$ cat src/rtl/ps2_key_tracker.sv
// ps2_key_tracker
//
// Pops PS/2 Set-2 scan-code bytes from the upstream receiver FIFO and keeps
// track of the single most recently pressed key. E0 marks the next code as
// extended and F0 marks it as a break. Typematic repeats of the held key are
// suppressed, so press_cnt counts only distinct presses.
//
// Ports:
//   clk         system clock, all state on the rising edge
//   rst         asynchronous active-high reset
//   ready       FIFO non-empty, data valid
//   data        byte at the FIFO head
//   overflow    FIFO overflow indication
//   nextdata_n  active-low pop, low for exactly one cycle per byte
//   key_code    code of the most recent non-repeat make
//   key_ext     that make was E0-prefixed
//   key_down    key in key_code/key_ext is currently held
//   press_cnt   number of new presses since reset (wraps)
//   make_pulse  one-cycle strobe when a new press is registered
//   ovf_seen    sticky: overflow was sampled high since reset

`timescale 1ns/1ps

module ps2_key_tracker #(
    parameter int CNT_W = 8
) (
    input  logic             clk,
    input  logic             rst,
    input  logic             ready,
    input  logic [7:0]       data,
    input  logic             overflow,
    output logic             nextdata_n,
    output logic [7:0]       key_code,
    output logic             key_ext,
    output logic             key_down,
    output logic [CNT_W-1:0] press_cnt,
    output logic             make_pulse,
    output logic             ovf_seen
);

    typedef enum logic [1:0] {
        IDLE   = 2'd0,
        POP    = 2'd1,
        SETTLE = 2'd2
    } state_t;

    state_t state_reg;
    state_t state_next;

    logic ext_pend_reg;
    logic brk_pend_reg;
    logic same_key;

    // State register
    always_ff @(posedge clk or posedge rst) begin
        if (rst) begin
            state_reg <= IDLE;
        end else begin
            state_reg <= state_next;
        end
    end

    // Next state and the Moore pop strobe. SETTLE gives the FIFO a cycle to
    // advance its read pointer, so ready is never looked at while it may be
    // stale and a byte can never be popped twice.
    always_comb begin
        state_next = state_reg;
        nextdata_n = 1'b1;
        case (state_reg)
            IDLE: begin
                if (ready) begin
                    state_next = POP;
                end
            end
            POP: begin
                nextdata_n = 1'b0;
                state_next = SETTLE;
            end
            SETTLE: begin
                state_next = IDLE;
            end
            default: begin
                state_next = IDLE;
            end
        endcase
    end

    // The incoming code names the key currently tracked as held: a make of
    // it is a typematic repeat, a break of it releases the key.
    assign same_key = key_down && (data == key_code) && (ext_pend_reg == key_ext);

    // Byte processing happens on the edge that leaves POP.
    always_ff @(posedge clk or posedge rst) begin
        if (rst) begin
            key_code     <= 8'h00;
            key_ext      <= 1'b0;
            key_down     <= 1'b0;
            press_cnt    <= '0;
            make_pulse   <= 1'b0;
            ovf_seen     <= 1'b0;
            ext_pend_reg <= 1'b0;
            brk_pend_reg <= 1'b0;
        end else begin
            make_pulse <= 1'b0;

            if (overflow) begin
                ovf_seen <= 1'b1;
            end

            if (state_reg == POP) begin
                if (data == 8'hE0) begin
                    ext_pend_reg <= 1'b1;
                end else if (data == 8'hF0) begin
                    brk_pend_reg <= 1'b1;
                end else begin
                    ext_pend_reg <= 1'b0;
                    brk_pend_reg <= 1'b0;
                    if (brk_pend_reg) begin
                        // Breaks of any key other than the tracked one are
                        // dropped, including a key that was since replaced.
                        if (same_key) begin
                            key_down <= 1'b0;
                        end
                    end else if (!same_key) begin
                        key_code   <= data;
                        key_ext    <= ext_pend_reg;
                        key_down   <= 1'b1;
                        press_cnt  <= press_cnt + 1'b1;
                        make_pulse <= 1'b1;
                    end
                end
            end
        end
    end

endmodule

$ cat config.mk
export PLATFORM = sky130hd
export DESIGN_NAME = ps2_key_tracker
export DESIGN_NICKNAME = d
export VERILOG_FILES = /design/src/rtl/ps2_key_tracker.sv
export SDC_FILE = /design/constraint.sdc
export NUM_CORES = 1
export LEC_CHECK = 0
export BUFFER_PORTS_ARGS = -buffer_cell sky130_fd_sc_hd__buf_4
export CELL_PAD_IN_SITES_DETAIL_PLACEMENT = 0
export CELL_PAD_IN_SITES_GLOBAL_PLACEMENT = 1
export CORE_AREA = 2 2 50 61
export CTS_CLUSTER_SIZE = 30
export DETAILED_ROUTE_END_ITERATION = 10
export DIE_AREA = 0 0 52 63
export GPL_TIMING_DRIVEN = 0
export MAX_ROUTING_LAYER = met4
export PLACE_DENSITY = 0.77
export SYNTH_ARGS = -nofsm -noshare
export SYNTH_HDL_FRONTEND = slang
export SYNTH_SLANG_ARGS = --single-unit
$ cat constraint.sdc
create_clock -name clk -period 3.1 [get_ports clk]
set_input_delay 0.31 -clock clk [delete_from_list [all_inputs] [get_ports clk]]
set_output_delay 0.31 -clock clk [all_outputs]
set_load 0.05 [all_outputs]
## Word-level counts from Yosys, hierarchy flattened

Cells that the tools add are included.

| storage, ports and cells | value |
|---|---|
| word-level logic and storage cells | 44 |
| register bits after elaboration | 24 |
| bits in writable memories | 0 |
| bits in latches | 0 |
| input port bits | 12 |
| memory bits (read-only) | 0 |
| memories | 0 |

| cells by class | value |
|---|---|
| bitwise operators | 4 |
| $mul | 0 |
| equal/unequal tests | 9 |
| reduce and logical (&&, ||, !) cells | 7 |
| add/subtract/negate cells | 1 |
| muxes and demuxes | 14 |
| div/mod/pow operators | 0 |
| shift-type cells | 0 |
| $lt $le $gt $ge | 0 |

Operator list:

| kind | number |
|---|---|
| == test 8 bit, second input constant | 2 |
| 2-to-1 mux 1 bit | 12 |
| AND reduction 5 bit | 2 |
| adder 8 x 1 -> 8 bit, second input constant | 1 |
| == test 8 bit | 1 |
| inequality test 2 bit, second input constant | 3 |
| NOT 1 bit | 4 |
| case mux 2 bit (2 select lines) | 1 |
| AND reduction 2 bit | 2 |
| == test 2 x 1 -> 1 bit, second input constant | 1 |
| logical AND 1 bit | 2 |
| zero test 2 bit | 1 |
| 2-to-1 mux 2 bit | 1 |
| inequality test 2 x 1 -> 1 bit, second input constant | 1 |
| == test 1 bit | 1 |

## Depth between registers and ports, before layout

Gate-level depths: netlist of the first run.

| depth | value |
|---|---|
| depth in word-level cells | 8 |
| depth in mapped cells | 9 |
| mapped depth without buffers | 8 |

## Worst setup path before layout of the first run

OpenSTA, ideal clock, no wires.

| path | value |
|---|---|
| kind | reg2reg |
| start point | reg key_code[5] |
| end point | reg key_code[1] |
| buffers on the path | 1 |
| clock period less this slack | 2.145 ns |
| stages on the path, launching flop included | 9 |
| data required time | 2.975 ns |
| arrival time | 2.020 ns |
| slack | 0.955 ns |
| cell sequence | dfrtp_1 xor2_1 nor4_1 nand4_1 ha_1 inv_1 a311oi_4 buf_6 mux2_2 |

| between the ends | value |
|---|---|
| cells in the longest elaborated chain, start to end | 5 |

Ends and longest elaborated chain:

| item | RTL line | RTL |
|---|---|---|
| start: declaration | 33 | `output logic [7:0] key_code,` |
| start signal: assignment | 125 | `key_code <= data;` |
| == test 8 bit | 90 | `assign same_key = key_down && (data == key_code) && (ext_pend_reg == key_ext);` |
| logical AND 1 bit (2 in a row) | 90 |  |
| NOT 1 bit (no line) | -- |  |
| AND reduction 5 bit (no line) | -- |  |

No other way between the ends.
A chain may end at the register's enable or synchronous reset.

## Final worst setup path of the first run

| path | value |
|---|---|
| start point | reg key_code[4] |
| end point | reg key_code[2] |

Same word-level chain as after synthesis.

==> results of run 1 <==
## power by group
part           internal (mW)  total, mW  leakage, nW  switching, mW
Combinational          0.270      0.770        0.362          0.501
Clock                 0.0718      0.162       0.0210         0.0903
Sequential             0.422      0.535        0.295          0.113
## critical path, cell delays in order (launching register included)
cell and delay [ns]:
sky130_fd_sc_hd__dfrtp_1 0.43, sky130_fd_sc_hd__xor2_1 0.17, sky130_fd_sc_hd__nor4_1 0.08, sky130_fd_sc_hd__nand4_1 0.09, sky130_fd_sc_hd__ha_1 0.17, sky130_fd_sc_hd__inv_1 0.07
sky130_fd_sc_hd__a311oi_4 0.42, sky130_fd_sc_hd__buf_6 0.22, sky130_fd_sc_hd__mux2_2 0.34
## final timing paths
kind / startpoint / end / slack (ns) / depth (start not counted)
setup / recovery: key_code[4] / key_code[2] / 1.01 / 8
hold / removal: rst / press_cnt[7] / 0.18 / 2
setup reg to reg: key_code[4] / key_code[2] / 1.01 / 8
hold reg to reg: state_reg[0] / state_reg[0] / 0.44 / 1
max in group asynchronous: rst / press_cnt[6] / 2.38 / 2
min in group clk: overflow / ovf_seen / 0.18 / 2
## layer usage
layer  vias up  part of all wire, %  wire [um]  GRT usage, %
met5         -                    0          0             -
met4         0                  1.1         23          3.95
met3         3                  5.3        111          2.15
met2        30                   51       1080          24.8
met1       357                   42        886          17.9
li1        361                    -          -             -
## area by class of cell
type	instances	area (sq um)
Clock buffer	4	36.3
Timing Repair Buffer	32	240
Fill cell	258	1290
Sequential cell	24	601
Inverter	5	18.8
Multi-Input combinational cell	55	462
Buffer	1	11.3
Tap cell	34	42.5
## cell families (layout without fill, tap and decap cells)
| logic type | Yosys count | in the layout | share of synthesized area, % |
|---|---|---|---|
| AND/OR/NAND/NOR | 22 | 22 | 12.0 |
| buffers and inverters | 6 | 42 | 2.75 |
| flip-flops | 24 | 24 | 55.0 |
| adder cells (fa/ha/maj) | 2 | 2 | 2.29 |
| AO/OA/AOI/OAI | 5 | 5 | 4.81 |
| multiplexers | 10 | 10 | 10.3 |
| XOR/XNOR | 16 | 16 | 12.8 |
## cells in the final DEF (no fill, tap or decap), types with 2 or more instances in the layout
cell / Yosys / layout
sky130_fd_sc_hd__nand4_1: 4 / 4
sky130_fd_sc_hd__xor2_1: 12 / 12
sky130_fd_sc_hd__ha_1: 2 / 2
sky130_fd_sc_hd__dfrtp_1: 24 / 24
sky130_fd_sc_hd__buf_4: 0 / 32
sky130_fd_sc_hd__nor3_1: 2 / 2
sky130_fd_sc_hd__inv_1: 4 / 4
sky130_fd_sc_hd__nand2_1: 3 / 3
sky130_fd_sc_hd__clkbuf_4: 0 / 3
sky130_fd_sc_hd__nor2_1: 6 / 6
sky130_fd_sc_hd__nor4_1: 2 / 2
sky130_fd_sc_hd__mux2_2: 10 / 10
sky130_fd_sc_hd__xnor2_1: 4 / 4
## per-stage QoR
stage | power [mW] | cell area, sq um | std cells
final | 1.47 | 1410 | 155
after floorplan | 1.08 | 1090 | 85
after global placement | 1.30 | 1380 | 151
after CTS | 1.49 | 1410 | 155
after global routing | 1.55 | 1410 | 155
after detailed placement | 1.32 | 1380 | 151
==> reports/summary.json, run 1 <==
{
  "worst_slew_margin_rel_pct": 40.0,
  "placement_rows": 21,
  "worst_skew_pair.late_latency_ns": 0.31,
  "share_of_cells_above_drive_strength_1_pct": 43.8,
  "dieWidth_um": 52,
  "finClkSkew_ns": 0.00140,
  "finish.net_count": 136,
  "boundaryPins": 33,
  "timing.max_cap.violations": 0,
  "startpoint_type": "flip-flop",
  "tritoncts": "yes",
  "timing_max_transition_violations_final": 0,
  "netlist_top_cells_area": "sky130_fd_sc_hd__dfrtp_1 (55%), sky130_fd_sc_hd__mux2_2 (10%), sky130_fd_sc_hd__xor2_1 (9.6%)",
  "synthCells": 85,
  "grt_pass1_vias": 810,
  "worst_ep_arrival_time_ns": 2.30,
  "die_area_sq_mm": 0.00328,
  "area_growth_syn_to_layout_pct": 29.2,
  "postLayoutSetupSlackWorst_ns": 1.01,
  "rsz0062_at_grt": "no",
  "coreArea_sq_mm": 0.00271,
  "cts_clock_pin_slew_for_the_worst_setup_and_hold_paths_ns": 0.12,
  "global_route_wire_length_before_repair_mm": 3.51,
  "outcome": "completed",
  "synth_edf_count": 0,
  "remaining_drc_errors": 0,
  "cts.hold.buffers_added": 0,
  "grt_usage_pct": 14.7,
  "synth-async-reset-ratio_pct": 100,
  "finalHoldViolations": 0,
  "largest_net_degree_at_the_start_of_global_routing": 25,
  "drt-initial-drc-count": 11,
  "die_h_um": 63,
  "hold-worst-slack_ns": 0.180,
  "grt_antenna_before_repair": 0,
  "yosys_register_bits": 24,
  "insertedDiodeCount": 0,
  "setup_violations": 0,
  "end_kind": "flip-flop",
  "via_count": 751,
  "route.final.wire_length_mm": 2.10,
  "cellPowerDensity_mw_per_mm2": 1040,
  "synth_flop_cell": "sky130_fd_sc_hd__dfrtp_1",
  "synthDominantAreaCellType": "sky130_fd_sc_hd__dfrtp_1",
  "cts_inserted_buffers": 3,
  "cts_resized": 0,
  "vdd_ir_drop_max_v": 0.000461,
  "finalCritPeriodShare_pct": 67.3,
  "numPortBuffers": 32,
  "globalRoute.totalOverflow": 0,
  "time_the_final_worst_path_needs_with_i_o_delays_and_setup_ns": 2.09,
  "mappedNetlistArea_sq_mm": 0.00109,
  "pre_cts_worst_setup_slack_ns": 0.970,
  "synth_seq_area_share_pct": 55.0,
  "start_util_pct": 40.4,
  "mappedNetlistNets": 99,
  "worstPathRequired_ns": 3.31,
  "clock_sinks": 24,
  "cts_max_path_buffers": 2,
  "routed_wire_length_per_instance_um": 13.6,
  "criticalPathCategory": "reg -> reg",
  "post_synth.cell_area_avg_sq_um": 12.9,
  "synth.yosys.warnings": 0,
  "critical_path_peak_fanout": 10,
  "timing.setup.tns_ns": 0,
  "netlist-cell-type-count": 23,
  "worst_slew_pin_slew_ns": 0.898,
  "routed_via_density": 4.85,
  "synthTopCellsByCount": "sky130_fd_sc_hd__dfrtp_1 (24), sky130_fd_sc_hd__xor2_1 (12), sky130_fd_sc_hd__mux2_2 (10)",
  "hp-class": "in -> async",
  "drtAntennaViolNets": 0,
  "synthDominantCellAreaShare_pct": 55.0,
  "clock_tree.htree_level_count": 1,
  "synth_most_common_cell": "sky130_fd_sc_hd__dfrtp_1",
  "ctsRootBufferMaster": "sky130_fd_sc_hd__clkbuf_4",
  "max_clock_freq_mhz": 479,
  "detailedRoute.firstPassIterationCount": 4,
  "finalWeightedCongestion": 0.687,
  "postLayoutCoreUtil_pct": 52.1,
  "post-dp-hpwl_mm": 1.61,
  "power_leakage_nw": 0.678,
  "postCtsSetupRepairBufs": 0
}
Note: power is estimated with default switching activity, not from simulation.
==> run 2: changes to the inputs <==
--- a/config.mk
+++ b/config.mk
@@ -8,13 +8,13 @@
 export BUFFER_PORTS_ARGS = -buffer_cell sky130_fd_sc_hd__buf_4
 export CELL_PAD_IN_SITES_DETAIL_PLACEMENT = 0
 export CELL_PAD_IN_SITES_GLOBAL_PLACEMENT = 1
-export CORE_AREA = 2 2 50 61
+export CORE_AREA = 2 2 54 67
 export CTS_CLUSTER_SIZE = 30
 export DETAILED_ROUTE_END_ITERATION = 10
-export DIE_AREA = 0 0 52 63
+export DIE_AREA = 0 0 56 69
 export GPL_TIMING_DRIVEN = 0
 export MAX_ROUTING_LAYER = met4
-export PLACE_DENSITY = 0.77
+export PLACE_DENSITY = 0.68
 export SYNTH_ARGS = -nofsm -noshare
 export SYNTH_HDL_FRONTEND = slang
 export SYNTH_SLANG_ARGS = --single-unit
==> constraint.sdc (replaced) <==
create_clock -name clk -period 1.9 [get_ports clk]
set_input_delay 0.19 -clock clk [delete_from_list [all_inputs] [get_ports clk]]
set_output_delay 0.19 -clock clk [all_outputs]
set_load 0.05 [all_outputs]
==> reports/summary.json, run 2 (synthesis gave the netlist of run 1 again) <==
{
  "finalHoldViolations": 0,
  "vdd_ir_drop_max_v": 0.00101,
  "power.share.clock_pct": 12.7,
  "worst_slew_margin_rel_pct": 38.7,
  "route.final.wire_length_mm": 2.24,
  "drt-initial-drc-count": 18,
  "hold_start": "overflow",
  "area_growth_syn_to_layout_pct": 44.6,
  "worst_ep_arrival_time_ns": 2.07,
  "startpoint_type": "flip-flop",
  "critical_path_peak_fanout": 4,
  "max_clock_freq_mhz": 519,
  "ctsRootBufferMaster": "sky130_fd_sc_hd__clkbuf_8",
  "postLayoutSetupSlackWorst_ns": -0.0254,
  "finClkSkew_ns": 0.00304,
  "total_switching_power_mw": 1.21,
  "global_route_wire_length_before_repair_mm": 3.88,
  "boundaryPins": 33,
  "met2_length_mm": 1.15,
  "finish.net_count": 147,
  "tritoncts": "yes",
  "cts_max_path_buffers": 2,
  "finalCritPeriodShare_pct": 101,
  "start_util_pct": 33.9,
  "timing.max_cap.violations": 0,
  "end_kind": "flip-flop",
  "placement_rows": 23,
  "worst_hold_path.endpoint": "ovf_seen",
  "routed_wire_length_per_instance_um": 13.2,
  "remaining_drc_errors": 0,
  "worst-r2r-setup-slack_ns": -0.03,
  "clock_tree.htree_level_count": 1,
  "holdPathStages": 2,
  "globalRoute.totalOverflow": 0,
  "outcome": "finished, violations left",
  "layout_commonest_cell": "sky130_fd_sc_hd__buf_4",
  "post-dp-hpwl_mm": 1.59,
  "sw_frac_of_total_pct": 45.3,
  "reg2reg_to": "press_cnt[1]",
  "cell_area_after_placement_sq_mm": 0.00139,
  "worst_slew_pin_slew_ns": 0.919,
  "rsz0062_at_grt": "yes",
  "clock_sinks": 24,
  "worst_skew_pair.late_latency_ns": 0.26,
  "worstPathRequired_ns": 2.05,
  "coreArea_sq_mm": 0.00322,
  "insertedDiodeCount": 0,
  "cellPowerDensity_mw_per_mm2": 1700,
  "pre_cts_worst_setup_slack_ns": -0.224,
  "share_of_cells_above_drive_strength_1_pct": 61.4,
  "power_leakage_nw": 0.743,
  "via_count": 784,
  "largest_net_degree_at_the_start_of_global_routing": 25,
  "detailedRoute.firstPassIterationCount": 2,
  "routed_via_density": 4.64,
  "time_the_final_worst_path_needs_with_i_o_delays_and_setup_ns": 1.93,
  "share_seq_of_total_power_pct": 32.8,
  "criticalPathCategory": "reg -> reg",
  "cts_inserted_buffers": 3,
  "drtAntennaViolNets": 0,
  "drt-met1-wl_um": 971,
  "finalWeightedCongestion": 0.670,
  "most_frequent_cells_in_the_layout": "sky130_fd_sc_hd__buf_4 (43), sky130_fd_sc_hd__dfrtp_1 (15), sky130_fd_sc_hd__xor2_1 (10)",
  "crit-reg2reg-launch": "key_code[5]",
  "grt_pass1_vias": 861,
  "wl_met3_um": 113,
  "die_h_um": 69,
  "grt_antenna_before_repair": 0,
  "final_area_sq_mm": 0.00158,
  "cts_clock_pin_slew_for_the_worst_setup_and_hold_paths_ns": 0.08,
  "timing.setup.tns_ns": -0.0758,
  "cell_internal_power_mw": 1.47,
  "comb_power_share_pct": 54.5,
  "timing_max_transition_violations_final": 0,
  "dr.max_layer_used": "met3",
  "cts.hold.buffers_added": 0,
  "die_area_sq_mm": 0.00386,
  "setup_violations": 3,
  "grt_usage_pct": 12.4,
  "r2r_cells": 8,
  "dieWidth_um": 56,
  "numPortBuffers": 32,
  "hp-class": "in -> reg",
  "power.total_mw": 2.68,
  "violations": "setup timing"
}
-- run 2: cell count changes in the layout (fill, tap and decap cells not counted), moves of 2 or more --
cell	change
sky130_fd_sc_hd__nor3_1	-2
sky130_fd_sc_hd__mux2_2	-3
sky130_fd_sc_hd__xor2_1	-2
sky130_fd_sc_hd__clkbuf_4	-3
sky130_fd_sc_hd__xor2_2	+2
sky130_fd_sc_hd__buf_4	+11
sky130_fd_sc_hd__nor3_2	+2
sky130_fd_sc_hd__nor4_2	+2
sky130_fd_sc_hd__dfrtp_2	+9
sky130_fd_sc_hd__clkbuf_8	+3
sky130_fd_sc_hd__dfrtp_1	-9
sky130_fd_sc_hd__nor4_1	-2
sky130_fd_sc_hd__mux2_4	+3
-- run 2: metrics by stage --
stage                     cells  utilization (%)  hold WS (ns)
after CTS                   169             48.0         0.113
after global placement      154             43.1         0.385
after global routing        169             49.0         0.118
after floorplan              85                -         0.204
after detailed placement    154             43.1         0.387
final                       169             49.0         0.116
-- run 2: how the worst max path moves through the flow --
stage                      from           end  depth (start not counted)
floorplan           key_code[5]   key_code[1]                          8
global placement    key_code[5]   key_code[3]                          8
detailed placement  key_code[5]   key_code[1]                          8
CTS                 key_code[5]  press_cnt[1]                          8
global route        key_code[5]   key_code[6]                          8
finish              key_code[5]  press_cnt[1]                          8
-- run 2: area by class of cell --
cell class	instances	area (sq um)
fill	332	1640
sequential	24	612
multi-input combinational	55	513
timing repair buffer	43	323
clock buffer	4	55.1
tap	37	46.3
inverter	5	18.8
buffer	1	11.3
-- run 2: power groups by stage --
stage          clock network, mW  logic, mW  registers, mW
5_1_grt                    0.378       1.55          0.915
3_5_place_dp                   0       1.27          0.902
4_1_cts                    0.356       1.45          0.873
6_report                   0.340       1.46          0.880
3_3_place_gp                   0       1.26          0.894
2_1_floorplan                  0      0.342           1.44
-- run 2: layer usage --
layer	track usage, %	up-vias
met5	-	-
met4	2.38	0
met3	1.88	0
met2	21.4	25
met1	15.4	379
li1	-	380
-- run 2: critical path: stages, from the launching register on --
cell and delay (ns):
sky130_fd_sc_hd__dfrtp_2 0.42, sky130_fd_sc_hd__xor2_1 0.15, sky130_fd_sc_hd__nor4_2 0.31, sky130_fd_sc_hd__nand4_1 0.13
sky130_fd_sc_hd__ha_2 0.22, sky130_fd_sc_hd__inv_2 0.06, sky130_fd_sc_hd__a311oi_4 0.05, sky130_fd_sc_hd__buf_4 0.18
sky130_fd_sc_hd__mux2_4 0.29
-- run 2: repair_timing --
| item | in CTS | in global routing |
|---|---|---|
| endpoints found under the setup margin | 14 | 17 |
| gates resized for setup | 7 | 5 |
| buffers inserted | 10 | 0 |
| gates cloned | 1 | 0 |
| pin swaps | 8 | 5 |
==> run 3: changes to the inputs <==
==> constraint.sdc (replaced) <==
create_clock -name clk -period 1.9 [get_ports clk]
set_input_delay 0 -clock clk [delete_from_list [all_inputs] [get_ports clk]]
set_output_delay 0 -clock clk [all_outputs]
set_load 0.05 [all_outputs]
==> reports/summary.json, run 3 (synthesis gave the netlist of run 1 again) <==
{
  "finClkSkew_ns": 0.00315,
  "worst_slew_margin_rel_pct": 39.0,
  "cellPowerDensity_mw_per_mm2": 1640,
  "hp-class": "in -> reg",
  "setup_violations": 3,
  "coreArea_sq_mm": 0.00322,
  "tritoncts": "yes",
  "finalWeightedCongestion": 0.670,
  "global_route.usage.met2_pct": 22.5,
  "worst_ep_arrival_time_ns": 2.07,
  "boundaryPins": 33,
  "via_count": 810,
  "startpoint_type": "flip-flop",
  "clock_tree.htree_level_count": 1,
  "cp_cell_sequence": "xor2_1 > nor4_2 > nand4_1 > ha_2 > inv_2 > a311oi_4 > buf_4 > mux2_4",
  "area_growth_syn_to_layout_pct": 51.0,
  "pre_cts_worst_setup_slack_ns": -0.224,
  "finalCritPeriodShare_pct": 101,
  "remaining_drc_errors": 0,
  "placement_rows": 23,
  "max_clock_freq_mhz": 521,
  "rsz0062_at_grt": "yes",
  "ctsRootBufferMaster": "sky130_fd_sc_hd__clkbuf_8",
  "hold-worst-slack_ns": -0.00311,
  "clock_sinks": 24,
  "final-instance-count-excl-fill": 176,
  "grt.met1_usage_pct": 15.9,
  "criticalPathCategory": "reg -> reg",
  "dieWidth_um": 56,
  "detailedRoute.firstPassIterationCount": 4,
  "worst_skew_pair.late_latency_ns": 0.26,
  "post-dp-hpwl_mm": 1.59,
  "numPortBuffers": 32,
  "grt_antenna_before_repair": 0,
  "cts_clock_pin_slew_for_the_worst_setup_and_hold_paths_ns": 0.09,
  "worst_slew_pin_slew_ns": 0.914,
  "multi_input_comb_area_sq_um": 513,
  "worstPathRequired_ns": 2.05,
  "cp_slowest_stage_delay_ns": 0.42,
  "grt_util_met3_pct": 1.69,
  "die_h_um": 69,
  "timing.setup.tns_ns": -0.0494,
  "grt_usage_pct": 12.9,
  "insertedDiodeCount": 0,
  "outcome": "finished, violations left",
  "violations": "hold timing, setup timing",
  "end_kind": "flip-flop",
  "critical_path.slowest_cell": "sky130_fd_sc_hd__dfrtp_2",
  "timing_max_transition_violations_final": 0,
  "grt_pass1_vias": 887,
  "place_inst": 154,
  "routed_via_density": 4.60,
  "time_the_final_worst_path_needs_with_i_o_delays_and_setup_ns": 1.92,
  "critical_path_peak_fanout": 4,
  "layout_commonest_cell": "sky130_fd_sc_hd__buf_4",
  "cts_inserted_buffers": 3,
  "share_of_cells_above_drive_strength_1_pct": 58.3,
  "most_frequent_cells_in_the_layout": "sky130_fd_sc_hd__buf_4 (43), sky130_fd_sc_hd__dfrtp_1 (15), sky130_fd_sc_hd__xor2_1 (10)",
  "global_route_wire_length_before_repair_mm": 3.99,
  "largest_net_degree_at_the_start_of_global_routing": 25,
  "postLayoutSetupSlackWorst_ns": -0.0177,
  "layout.area.seq_sq_um": 612,
  "power_leakage_nw": 0.772,
  "cts_max_path_buffers": 2,
  "vdd_ir_drop_max_v": 0.00102,
  "timing.max_cap.violations": 0,
  "die_area_sq_mm": 0.00386,
  "start_util_pct": 33.9,
  "globalRoute.totalOverflow": 0,
  "drtAntennaViolNets": 0,
  "finalHoldViolations": 1,
  "finish.net_count": 154,
  "drt-initial-drc-count": 16,
  "globalRoute.busiestLayer": "met2",
  "routed_wire_length_per_instance_um": 13.3,
  "route.final.wire_length_mm": 2.34,
  "fill_cells": 331
}
-- run 3: changes by cell type in the layout (fill, tap and decap cells not counted) --
| cell | previous run | this run |
|---|---|---|
| sky130_fd_sc_hd__dlygate4sd3_1 | 0 | 7 |
-- run 3: per-layer routing --
metal  part of all wire, %  up-vias  wire length, um
met4                     0        0                0
li1                      -      395                -
met3                   5.3        0              125
met1                    43      388             1010
met2                    52       27             1200
met5                     0        -                0
-- run 3: final timing paths --
kind	startpoint	depth (start not counted)	slack (ns)	to
min in group asynchronous	rst	3	0.50	state_reg[0]
worst min-delay path	data[1]	2	-0.003	key_code[1]
max in group asynchronous	rst	3	0.78	key_code[6]
worst min register to register	state_reg[0]	1	0.44	state_reg[0]
worst max register to register	key_code[5]	8	-0.02	key_code[0]
worst max-delay path	key_code[5]	8	-0.02	key_code[0]
-- run 3: critical path, delay by kind of cell, from the launching register on --
family                     cells  cell delay (ns)
buffers and inverters          2             0.24
xor gates and xnor gates       1             0.15
DFF                            1             0.42
AOI/OAI and AO/OA              1             0.05
muxes                          1             0.29
adders and majority gates      1             0.22
and+or+nand+nor                2             0.44
-- run 3: final cells by class --
type | instances | area share (%)
buffer | 1 | 0.683
tap | 37 | 2.81
inverter | 5 | 1.14
multi-input combinational | 55 | 31.1
timing repair buffer | 50 | 23.8
sequential | 24 | 37.1
clock buffer | 4 | 3.34
-- run 3: per-stage QoR --
step           power, mW  hold WS [ns]  instance area, sq um  util (%)
2_1_floorplan       1.78        0.0140                  1100         -
6_report            2.70      -0.00311                  1650      51.2
4_1_cts             2.69      0.000745                  1620      50.2
5_1_grt             2.86       0.00736                  1650      51.2
3_3_place_gp        2.15         0.195                  1390      43.1
3_5_place_dp        2.17         0.197                  1390      43.1
-- run 3: timing repair --
item	in CTS	in global routing
setup endpoints to repair	14	17
pin swaps	8	5
resized for setup	7	5
setup buffers	10	0
gates cloned	1	0
hold buffers	7	0
hold endpoints to repair	30	0
-- run 3: power by group --
group	leakage (nW)	switching [mW]	internal, mW
Clock	0.0288	0.162	0.185
Sequential	0.286	0.172	0.708
Combinational	0.457	0.889	0.582
